`src/rtl/keypad_pkg.sv`:
```
`default_nettype none
// ============================================================================
// Module      : keypad_pkg
// Description : Shared types and helpers for the 4x4 keypad encoder: scanner
//               state encoding, column drive reset value, row priority and
//               key-to-code mapping.
// Revision    : 1.0 - initial release
// ============================================================================
package keypad_pkg;

    // Scanner states
    typedef enum logic [1:0] {
        ST_SCAN     = 2'd0,
        ST_DEBOUNCE = 2'd1,
        ST_PRESSED  = 2'd2,
        ST_RELEASE  = 2'd3
    } state_t;

    // Column 0 driven low out of reset
    localparam logic [3:0] COL_RESET = 4'b1110;

    // Active-low one-hot column drive for a column index
    function automatic logic [3:0] col_drive(input logic [1:0] col);
        logic [3:0] one_hot;
        one_hot = 4'b0001 << col;
        return ~one_hot;
    endfunction

    // Lowest-index row wins when several rows are low together
    function automatic logic [1:0] lowest_row(input logic [3:0] rows_low);
        logic [1:0] idx;
        if (rows_low[0])      idx = 2'd0;
        else if (rows_low[1]) idx = 2'd1;
        else if (rows_low[2]) idx = 2'd2;
        else                  idx = 2'd3;
        return idx;
    endfunction

    // Segment-decoder code {s3,s2,s1,s0} = {row, col}
    function automatic logic [3:0] key_code(input logic [1:0] row,
                                            input logic [1:0] col);
        return {row, col};
    endfunction

endpackage : keypad_pkg
`default_nettype wire

```
`src/rtl/scan_tick.sv`:
```
`default_nettype none
// ============================================================================
// Module      : scan_tick
// Description : Free-running divider emitting a one-cycle tick every SCAN_DIV
//               clock cycles, phase-aligned to the release of reset.
// Revision    : 1.0 - initial release
// ============================================================================
module scan_tick
    import keypad_pkg::*;
#(
    parameter int unsigned SCAN_DIV = 4
) (
    input  logic clk,
    input  logic rst,
    output logic tick
);

    localparam int unsigned CNT_W = (SCAN_DIV > 1) ? $clog2(SCAN_DIV) : 1;
    localparam logic [CNT_W-1:0] CNT_LAST = CNT_W'(SCAN_DIV - 1);

    logic [CNT_W-1:0] cnt;

    // Count 0..SCAN_DIV-1 and wrap; the last count is the tick cycle
    always_ff @(posedge clk) begin
        if (rst) begin
            cnt <= '0;
        end else if (cnt == CNT_LAST) begin
            cnt <= '0;
        end else begin
            cnt <= cnt + 1'b1;
        end
    end

    assign tick = (cnt == CNT_LAST);

endmodule : scan_tick
`default_nettype wire

```
`src/rtl/keypad_encoder.sv`:
```
`default_nettype none
// ============================================================================
// Module      : keypad_encoder
// Description : 4x4 matrix keypad scanner. Drives columns, synchronizes and
//               debounces rows, and emits a 4-bit {row,col} code with a
//               one-cycle valid strobe per accepted press.
//               Optional feature macro: KEYPAD_REPEAT_EN (auto-repeat strobes
//               every REPEAT_PERIOD cycles while the key stays pressed).
// Revision    : 1.0 - initial release
// ============================================================================
module keypad_encoder
    import keypad_pkg::*;
#(
    parameter int unsigned SCAN_DIV      = 4,
    parameter int unsigned DEBOUNCE      = 3,
    parameter int unsigned REPEAT_PERIOD = 40
) (
    input  logic       clk,
    input  logic       rst,
    input  logic [3:0] row_n,
    output logic [3:0] col_n,
    output logic [3:0] code,
    output logic       valid,
    output logic       held
);

    localparam int unsigned CNT_W = $clog2(DEBOUNCE + 1);
    localparam logic [CNT_W-1:0] DB_DONE = CNT_W'(DEBOUNCE);

    // Reject configurations the timing does not support
    if (SCAN_DIV < 4 || DEBOUNCE < 1 || REPEAT_PERIOD < 1) begin : g_bad_params
        $error("keypad_encoder: SCAN_DIV>=4, DEBOUNCE>=1, REPEAT_PERIOD>=1 required");
    end

    // ------------------------------------------------------------------
    // Row synchronizer (rows are asynchronous to clk)
    // ------------------------------------------------------------------
    logic [3:0] row_sync1;
    logic [3:0] row_sync2;

    // Two-flop synchronizer, idles at the pulled-up level
    always_ff @(posedge clk) begin
        if (rst) begin
            row_sync1 <= 4'hF;
            row_sync2 <= 4'hF;
        end else begin
            row_sync1 <= row_n;
            row_sync2 <= row_sync1;
        end
    end

    logic [3:0] rows_low;
    logic       any_low;

    assign rows_low = ~row_sync2;
    assign any_low  = |rows_low;

    // ------------------------------------------------------------------
    // Scan tick
    // ------------------------------------------------------------------
    logic tick;

    scan_tick #(
        .SCAN_DIV (SCAN_DIV)
    ) u_scan_tick (
        .clk  (clk),
        .rst  (rst),
        .tick (tick)
    );

    // ------------------------------------------------------------------
    // Scanner FSM
    // ------------------------------------------------------------------
    state_t           state,   state_nx;
    logic [1:0]       col,     col_nx;
    logic [1:0]       row_sel, row_sel_nx;
    logic [CNT_W-1:0] cnt,     cnt_nx;
    logic [3:0]       code_nx;
    logic             valid_nx;
    logic             held_nx;
    logic [CNT_W-1:0] cnt_inc;

    assign cnt_inc = cnt + 1'b1;

`ifdef KEYPAD_REPEAT_EN
    localparam int unsigned REP_W = (REPEAT_PERIOD > 1) ? $clog2(REPEAT_PERIOD) : 1;
    localparam logic [REP_W-1:0] REP_LAST = REP_W'(REPEAT_PERIOD - 1);

    logic [REP_W-1:0] rep_cnt, rep_cnt_nx;

    // Repeat counter register
    always_ff @(posedge clk) begin
        if (rst) begin
            rep_cnt <= '0;
        end else begin
            rep_cnt <= rep_cnt_nx;
        end
    end
`endif

    // State and output registers
    always_ff @(posedge clk) begin
        if (rst) begin
            state   <= ST_SCAN;
            col     <= 2'd0;
            col_n   <= COL_RESET;
            row_sel <= 2'd0;
            cnt     <= '0;
            code    <= 4'h0;
            valid   <= 1'b0;
            held    <= 1'b0;
        end else begin
            state   <= state_nx;
            col     <= col_nx;
            col_n   <= col_drive(col_nx);
            row_sel <= row_sel_nx;
            cnt     <= cnt_nx;
            code    <= code_nx;
            valid   <= valid_nx;
            held    <= held_nx;
        end
    end

    // Next-state logic; every decision is taken on a scan tick
    always_comb begin
        state_nx   = state;
        col_nx     = col;
        row_sel_nx = row_sel;
        cnt_nx     = cnt;
        code_nx    = code;
        valid_nx   = 1'b0;
        held_nx    = held;
`ifdef KEYPAD_REPEAT_EN
        rep_cnt_nx = rep_cnt;
        // Re-strobe the held key every REPEAT_PERIOD cycles
        if (state == ST_PRESSED) begin
            if (rep_cnt == REP_LAST) begin
                valid_nx   = 1'b1;
                rep_cnt_nx = '0;
            end else begin
                rep_cnt_nx = rep_cnt + 1'b1;
            end
        end
`endif

        if (tick) begin
            case (state)
                ST_SCAN: begin
                    if (any_low) begin
                        // Hold the column so the same key stays visible
                        row_sel_nx = lowest_row(rows_low);
                        cnt_nx     = '0;
                        state_nx   = ST_DEBOUNCE;
                    end else begin
                        col_nx = col + 2'd1;
                    end
                end

                ST_DEBOUNCE: begin
                    if (rows_low[row_sel]) begin
                        if (cnt_inc == DB_DONE) begin
                            state_nx = ST_PRESSED;
                            cnt_nx   = '0;
                            code_nx  = key_code(row_sel, col);
                            valid_nx = 1'b1;
                            held_nx  = 1'b1;
`ifdef KEYPAD_REPEAT_EN
                            rep_cnt_nx = '0;
`endif
                        end else begin
                            cnt_nx = cnt_inc;
                        end
                    end else begin
                        // Bounce: give up and move on to the next column
                        state_nx = ST_SCAN;
                        cnt_nx   = '0;
                        col_nx   = col + 2'd1;
                    end
                end

                ST_PRESSED: begin
                    if (!any_low) begin
                        state_nx = ST_RELEASE;
                        cnt_nx   = '0;
                    end
                end

                ST_RELEASE: begin
                    if (!any_low) begin
                        if (cnt_inc == DB_DONE) begin
                            state_nx = ST_SCAN;
                            cnt_nx   = '0;
                            held_nx  = 1'b0;
                            col_nx   = col + 2'd1;
`ifdef KEYPAD_REPEAT_EN
                            rep_cnt_nx = '0;
`endif
                        end else begin
                            cnt_nx = cnt_inc;
                        end
                    end else begin
                        // Release bounce: resume the press without a new strobe
                        state_nx = ST_PRESSED;
                        cnt_nx   = '0;
                    end
                end

                default: begin
                    state_nx = ST_SCAN;
                    cnt_nx   = '0;
                end
            endcase
        end
    end

endmodule : keypad_encoder
`default_nettype wire

```
`config.mk`:
```
export PLATFORM = sky130hd
export DESIGN_NAME = keypad_encoder
export DESIGN_NICKNAME = d
export VERILOG_FILES = /design/src/rtl/keypad_pkg.sv /design/src/rtl/scan_tick.sv /design/src/rtl/keypad_encoder.sv
export SDC_FILE = /design/constraint.sdc
export NUM_CORES = 1
export LEC_CHECK = 0
export BUFFER_PORTS_ARGS = -buffer_cell sky130_fd_sc_hd__buf_2
export CAP_MARGIN = 20
export CELL_PAD_IN_SITES_DETAIL_PLACEMENT = 0
export CELL_PAD_IN_SITES_GLOBAL_PLACEMENT = 1
export CORE_MARGIN = 10
export CORE_UTILIZATION = 45
export CTS_CLUSTER_DIAMETER = 150
export DETAILED_ROUTE_END_ITERATION = 8
export PLACE_DENSITY_LB_ADDON = 0.25
export SYNTH_ARGS = -nofsm -noshare
export SYNTH_HDL_FRONTEND = slang
export SYNTH_SLANG_ARGS = --single-unit
```
`constraint.sdc`:
```
create_clock -name clk -period 3.55 [get_ports clk]
set_input_delay 0.1775 -clock clk [delete_from_list [all_inputs] [get_ports clk]]
set_output_delay 0.1775 -clock clk [all_outputs]
set_load 0.01 [all_outputs]
```
# Word-level counts from Yosys, hierarchy flattened
# Index checks and enable logic that the tools add are counted.
# op_classes
add_sub_neg	3
multipliers	0
div_mod_pow	0
magnitude_cmp	1
eq_ne	13
shift	1
n_mux	30
bitwise_logic	5
n_reduce_logical	10
# op_table
operator	count
two-way mux 2 bit	18
case mux 2 bit (4 select lines)	2
!= test 2 bit (second input constant)	6
== test 2 bit (second input constant)	4
NOT 4 bit	2
OR reduction 4 bit	2
two-way mux 1 bit	7
adder 2 x 1 -> 2 bit (second input constant)	3
!= test 3 bit (second input constant)	2
case mux 2 bit (3 select lines)	1
AND reduction 3 bit	2
AND reduction 6 bit	1
AND reduction 5 bit	1
AND reduction 4 bit	1
left shift 1 x 2 -> 4 bit (first input constant)	1
less-than comparator 2 x 3 -> 1 bit (second input constant)	1
NOT 1 bit	3
binary-select mux 1 bit (select 2 bit)	1
== test 2 x 1 -> 1 bit (second input constant)	1
logical NOT 2 bit	1
case mux 1 bit (2 select lines)	1
nonzero test 2 bit	1
OR reduction 2 bit	1
# totals
reg_bits	28
latch_bits	0
ram_bits	0
mem_bits_ro	0
input_bits	6
out_inout_bits	10
wordCells	74
memories	0

# Longest topological paths before layout
# Gate-level depths: netlist of the first run.
# logic_depth
word_depth	8
depth_mapped	5
depth_no_buf	5

# By module
# From an unflattened synthesis of the first run, not the netlist that was laid out.
# unflattened
cells_unflattened	118
hier_area_um2	1208.7
# modules_own_cells
mod	instances	cells_per_inst	area_per_inst_um2	seq_area_each_um2
keypad_encoder	1	113	1133.6	520.5
scan_tick	1	5	75.1	40.0

# Worst setup path after synthesis of the first run
# Ideal clock, no wire load.
# synth_timing
path_kind	register -> register
start	register row_sel[1]
end	register code[0]
setup_time_ps	128
t_arrival_ps	1622
required_time_ps	3422
path_slack_ps	1801
stages_incl_launch_ff	5
path_buffers	0
period_less_slack_ps	1749
cell_sequence	dfxtp_1 > mux4_2 > nor4_4 > mux2i_1 > nor2_1
# synth_via
elab_chain_len	3
# synth_lines
element	line	text
start: declaration	keypad_encoder.sv:76	logic [1:0] row_sel, row_sel_nx;
start signal: assignment	keypad_encoder.sv:116	row_sel <= row_sel_nx;
binary-select mux 1 bit (select 2 bit)	keypad_encoder.sv:160	if (rows_low[row_sel]) begin
two-way mux 1 bit (not written as such)	keypad_encoder.sv:160	
AND reduction 4 bit (no source line)	--	
end signal: assignment	keypad_encoder.sv:118	code <= code_nx;
end: declaration	keypad_encoder.sv:22	output logic [3:0] code,
# No other way between the ends. The select of a mux whose other input is x is not followed.
# A chain may end at the register's enable or synchronous reset.

# Worst setup path after layout of the first run
# layout_timing
start	register row_sel[1]
end	register code[3]
# layout_via
elab_chain_len	3
# layout_lines
element	line
binary-select mux 1 bit (select 2 bit)	keypad_encoder.sv:160
two-way mux 1 bit (not written as such)	keypad_encoder.sv:160
AND reduction 4 bit (no source line)	--
# Parallel ways exist; a longest one is shown, timed or not. The select of a mux whose other input is x is not followed.

==> results of run 1 <==
## power by group
part	leakage (nW)	total (mW)	switching [mW]	internal, mW
logic	0.250	0.0401	0.0212	0.0189
clock network	0.0279	0.205	0.0911	0.114
registers	0.228	0.332	0.00653	0.325
total	0.507	0.577	0.119	0.459
## layout by cell type (no fill, tap or decap), types with 2 or more instances in the layout
cell	count
o31ai_1	2
dfxtp_1	28
mux2i_1	6
clkbuf_4	3
nor4_1	2
nor3_1	4
o21ba_2	2
and3_1	2
nor2_1	10
o21bai_1	2
and4b_1	2
a21oi_1	5
nand3_1	4
nand4_1	2
inv_1	4
nor2b_1	3
or2_2	9
buf_2	15
nand2b_1	2
o21ai_0	2
nor3b_1	2
nand2_1	6
## how the worst max path moves through the flow
stage,slack [ns],startpoint,end,cells past startpoint
global placement,1.67,row_sel[1],code[3],4
global route,1.46,row_sel[1],col_n[3],4
floorplan,1.80,row_sel[1],code[0],4
CTS,1.62,row_sel[1],code[3],4
finish,1.65,row_sel[1],code[3],4
detailed placement,1.63,row_sel[1],code[2],4
## sequential cells by signal (all words and copies together), names as in the netlist
name	count
cnt	2
code	4
col	2
col_n	4
held	1
row_sel	2
row_sync1	4
row_sync2	4
state	2
u_scan_tick.cnt	2
valid	1
## stage by stage
step	worst slack, ns	instance area [um^2]	instances
after floorplan	1.80	1140	118
after global placement	1.67	1230	157
after detailed placement	1.63	1230	157
after CTS	1.62	1290	161
after global routing	1.46	1290	161
final	1.65	1290	161
## critical path, stage by stage, from the launching register on
cell and delay [ns]:
dfxtp_1 0.40, mux4_2 0.61, nor4_4 0.49, mux2i_1 0.23
nor2_1 0.05
## cell families after synthesis
group                    after synthesis  synth area share
buffers and inverters                 10            0.0328
AO/OA/AOI/OAI                         20             0.127
adder cells (fa/ha/maj)                1            0.0109
XOR/XNOR                               1           0.00766
AND/OR/NAND/NOR                       51             0.259
flip-flops                            28             0.490
multiplexers                           7            0.0722
## cell type report
type	instances	area [um^2]
Fill cell	245	1170
Sequential cell	28	561
Multi-Input combinational cell	80	546
Timing Repair Buffer	15	75.1
Tap cell	30	37.5
Clock inverter	1	30.0
Clock buffer	3	22.5
Inverter	4	15.0
## per-layer routing
metal,up-vias,global-route usage,share of wire
li1,443,-,-
met1,404,0.0930,0.52
met2,14,0.131,0.43
met3,4,0.0226,0.038
met4,0,0.0329,0.012
met5,-,0,0
==> summary.txt, run 1 <==
Status -> completed
Worst vdd ir -> 303 uV
Worst r2r path cells -> 4
Initial antenna violation count -> 0
Die Area -> 4960 um^2
RR Startpoint -> row_sel[1]
Min-Delay Startpoint -> row_n[3]
Fin. max-slew vios -> 0
RSZ-0062 raised after global routing -> false
Yosys top cell area share -> 0.490
Fin nets -> 139
CTS Buf Count -> 3
Lkg Pwr -> 0.507 nW
Final period util -> 0.535
DRC -> 0
Class of the worst hold path -> in -> reg
Port Buf Inserts -> 15
TritonRoute pass-1 iters -> 4
Worst-Margin Slew -> 0.461 ns
Final WL -> 2.05 mm
#FFs+latches synth -> 28
Root buf cell -> clkbuf_4
Sequential area share after synthesis -> 0.490
Row cnt -> 18
Average wire per standard cell -> 12.7 um
Cell with the most instances after synthesis -> dfxtp_1
CTS tree -> done
Cts repair resizes -> 0
Post-synth top cells -> 28 x dfxtp_1, 10 x nor2_1, 9 x or2_2
CTS sink count -> 28
Ys flop type -> dfxtp_1
Area contributors post-synth -> dfxtp_1 49%, mux2i_1 5.3%, or2_2 4.9%, nor2_1 3.3%, a21oi_1 2.2%
Num ports -> 16
Drt initial violations -> 20
Antenna Nets Post-Route -> 0
Tot GR Track Use -> 0.0794
# Max-Cap Violations -> 0
Post-CTS repair timing setup buffer count -> 0
Via count -> 865
Die X-Extent -> 70.4 um
Hold Vio Cnt, Final -> 0
Antenna cells -> 0
Synth Warn # -> 0
Req. time, crit path -> 3.77 ns
Mapped Cells -> 118
Kind of critical path -> reg -> reg
Clock Skew -> 0.00255 ns
Crit. End Element -> flip-flop
CTS max path bufs -> 2
CTS HTree Levels -> 1
Synth cell types -> 34
Mapped Nets -> 125
Number of synthesized flops with an enable pin -> 0
Register-to-register path setup slack -> 1.65 ns
Avg Inst Size Synth -> 9.69 um^2
Min Clock Period, post-route -> 1.90 ns
WHS Endpoint -> row_sync1[3]
Reg2reg end -> code[3]
GP Congestion -> 0.782
Rel. slew slack -> 0.690
Async SR Flop Fraction -> 0
Detailed Place HPWL -> 1.45 mm
Cell Pwr Density -> 449 nW/um^2
Critical Path Start Type -> flip-flop
Share of layout cells above drive strength 1 -> 0.244
Fin Hold WS -> 0.0194 ns
First-pass GRT wire length -> 3.37 mm
Post-Route Utilization -> 0.524
Setup violators final -> 0
Fmax -> 526 MHz
Tot Pwr -> 0.577 mW
Clock transition at path regs -> 0.14 ns
Area Overhead vs Synth -> 12.5%
Cell taking the most area after synthesis -> dfxtp_1
Post-Route Setup TNS -> 0 ns
Core Area -> 2450 um^2
Later-pin clock latency in the skew report -> 0.32 ns
GR Overflow Total -> 0
DIE HEIGHT -> 70.4 um
Vias in the first global route -> 831
Hold buffer count at CTS -> 0
Vias/cell -> 5.37
Post-Syn Area -> 1140 um^2
Starting Density -> 0.466
Hold path cells -> 2
CP max FO -> 6
WP data arrival -> 2.12 ns
Largest net degree at the start of global routing -> 30
Note: power is estimated with default switching activity, not from simulation.
==> run 2, diff against run 1 <==
Settings changed: CORE_UTILIZATION 45 to 42.
Clock period 3.55 ns to 1.85 ns, I/O delays scaled along.
==> run 2 against run 1 <==
  * Maximum frequency grew 6.6%
  * Cell count rose by 6.8%
  * Clock skew is 0.0020 ns higher
  * Critical endpoint is now col[0]
  * Critical path type unchanged
==> summary.txt, run 2 (synthesis results as in run 1) <==
Largest net degree at the start of global routing -> 30 (unchanged)
Crit. End Element -> flip-flop
Cell Pwr Density -> 810 nW/um^2 (+80%)
CP max FO -> 4 (-2)
DRC -> 0 (unchanged)
Port Buf Inserts -> 15 (unchanged)
CTS Buf Count -> 3 (unchanged)
Area Overhead vs Synth -> 21.8%
CTS max path bufs -> 2 (unchanged)
CTS sink count -> 28 (unchanged)
Most common cell after layout, fill and taps aside -> dfxtp_1
CTS HTree Levels -> 1 (unchanged)
TritonRoute pass-1 iters -> 4 (unchanged)
Final WL -> 2.21 mm (+8.1%)
Class of the worst hold path -> in -> reg
Most frequent cells in the layout -> 27 x dfxtp_1, 15 x buf_2, 10 x nor2_1
Setup violators final -> 0 (unchanged)
Post-Route Utilization -> 0.547 (+0.0232)
Num ports -> 16 (unchanged)
Post-Route Setup TNS -> 0 ns (unchanged)
Min Clock Period, post-route -> 1.78 ns (-0.117 ns)
Hold Vio Cnt, Final -> 0 (unchanged)
Fin Hold WS -> 0.176 ns (+0.157 ns)
Fmax -> 561 MHz (+6.6%)
Drt initial violations -> 46 (+130%)
Final period util -> 0.963 (+0.428)
Clock transition at path regs -> 0.15 ns (about the same)
Antenna Nets Post-Route -> 0 (unchanged)
Core Area -> 2540 um^2 (+3.7%)
# Max-Cap Violations -> 0 (unchanged)
Die Area -> 5210 um^2 (+5.1%)
Worst-Margin Slew -> 0.439 ns (-0.0217 ns)
Antenna cells -> 0 (unchanged)
Later-pin clock latency in the skew report -> 0.32 ns (about the same)
Post-route cell area -> 1390 um^2 (+8.3%)
Rel. slew slack -> 0.707 (+0.0168)
Kind of critical path -> reg -> reg
Starting Density -> 0.449 (-0.0165)
Status -> completed
Detailed Place HPWL -> 1.61 mm (+11%)
RSZ-0062 raised after global routing -> false
DIE HEIGHT -> 72.2 um (+2.5%)
Lkg Pwr -> 0.563 nW (+11%)
CTS tree -> done
Post-DP Area -> 1280 um^2 (+3.7%)
GR Overflow Total -> 0 (unchanged)
GP Congestion -> 0.846 (+8.1%)
Vias/cell -> 5.38 (+0.21%)
Fin. max-slew vios -> 0 (unchanged)
WP data arrival -> 2.02 ns (-0.10 ns)
Register-to-register path setup slack -> 0.07 ns (-1.58 ns)
Fin nets -> 150 (+7.9%)
Via count -> 926 (+7.1%)
Row cnt -> 18 (unchanged)
Tot GR Track Use -> 0.0891 (+0.00978)
Die X-Extent -> 72.2 um (+2.5%)
Critical Path Start Type -> flip-flop
Vias in the first global route -> 909 (+9.4%)
Clock Skew -> 0.00451 ns (+0.00196 ns)
Root buf cell -> clkbuf_4
Req. time, crit path -> 2.09 ns (-1.68 ns)
Share of layout cells above drive strength 1 -> 0.303 (+0.0585)
Average wire per standard cell -> 12.9 um (+1.1%)
Initial antenna violation count -> 0 (unchanged)
First-pass GRT wire length -> 3.97 mm (+18%)
Worst vdd ir -> 555 uV (+83%)
## run 2: cell types whose count changed in the layout (fill, tap and decap cells not counted)
cell,previous run,this run
nor3b_2,0,1
and4b_1,2,1
dfxtp_2,0,1
dlygate4sd3_1,0,4
dfxtp_1,28,27
nor4_1,2,1
and4b_2,0,1
buf_4,0,7
nor3b_1,2,1
nor4_2,0,1
## run 2: path summary, 6_finish.rpt
| path | depth (start not counted) | endpoint | startpoint |
|---|---|---|---|
| setup / recovery | 4 | col[0] | row_sel[1] |
| hold reg to reg | 1 | row_sync2[0] | row_sync1[0] |
| setup reg to reg | 4 | col[0] | row_sel[1] |
| hold / removal | 2 | code[0] | rst |
## run 2: cell type report
cell class              instances  area (um^2)
fillers                       244         1150
flip-flops and latches         28          562
multi-input cells              80          558
repair buffers                 26          168
well taps                      30         37.5
clock inverters                 1         30.0
clock buffers                   3         22.5
inverters                       4         15.0
## run 2: through the flow
step | power, mW | setup WS, ns | std cells
floorplan | 0.707 | 0.101 | 118
global placement | 0.731 | 0.0733 | 163
detailed placement | 0.735 | 0.00639 | 163
CTS | 1.14 | 0.0135 | 171
global route | 1.18 | 0.0137 | 172
finish | 1.13 | 0.0679 | 172
## run 2: power breakdown
group | internal [mW] | total, mW | switching (mW)
registers | 0.625 | 0.637 | 0.0122
clock network | 0.219 | 0.398 | 0.179
logic | 0.0481 | 0.0932 | 0.0451
total | 0.892 | 1.13 | 0.236
## run 2: metal layers
| metal | global-route usage | part of all wire | vias up |
|---|---|---|---|
| li1 | - | - | 466 |
| met1 | 0.110 | 0.50 | 440 |
| met2 | 0.146 | 0.45 | 18 |
| met3 | 0.0259 | 0.052 | 2 |
| met4 | 0.0258 | 0.0059 | 0 |
| met5 | 0 | 0 | - |
## run 2: worst max-delay path, cell delays in order (launching register included)
cell and delay, ns:
dfxtp_2 0.37, mux4_2 0.56, and4b_2 0.31, o31a_1 0.27, o21ba_2 0.20
## run 2: what timing repair did
| action | in CTS | in global routing |
|---|---|---|
| pin swaps | 0 | 0 |
| cloned | 0 | 0 |
| hold buffers | 4 | 0 |
| resized for setup | 1 | 3 |
| endpoints found under the setup margin | 2 | 8 |
| buffers inserted | 0 | 1 |
| endpoints found under the hold margin | 4 | 0 |
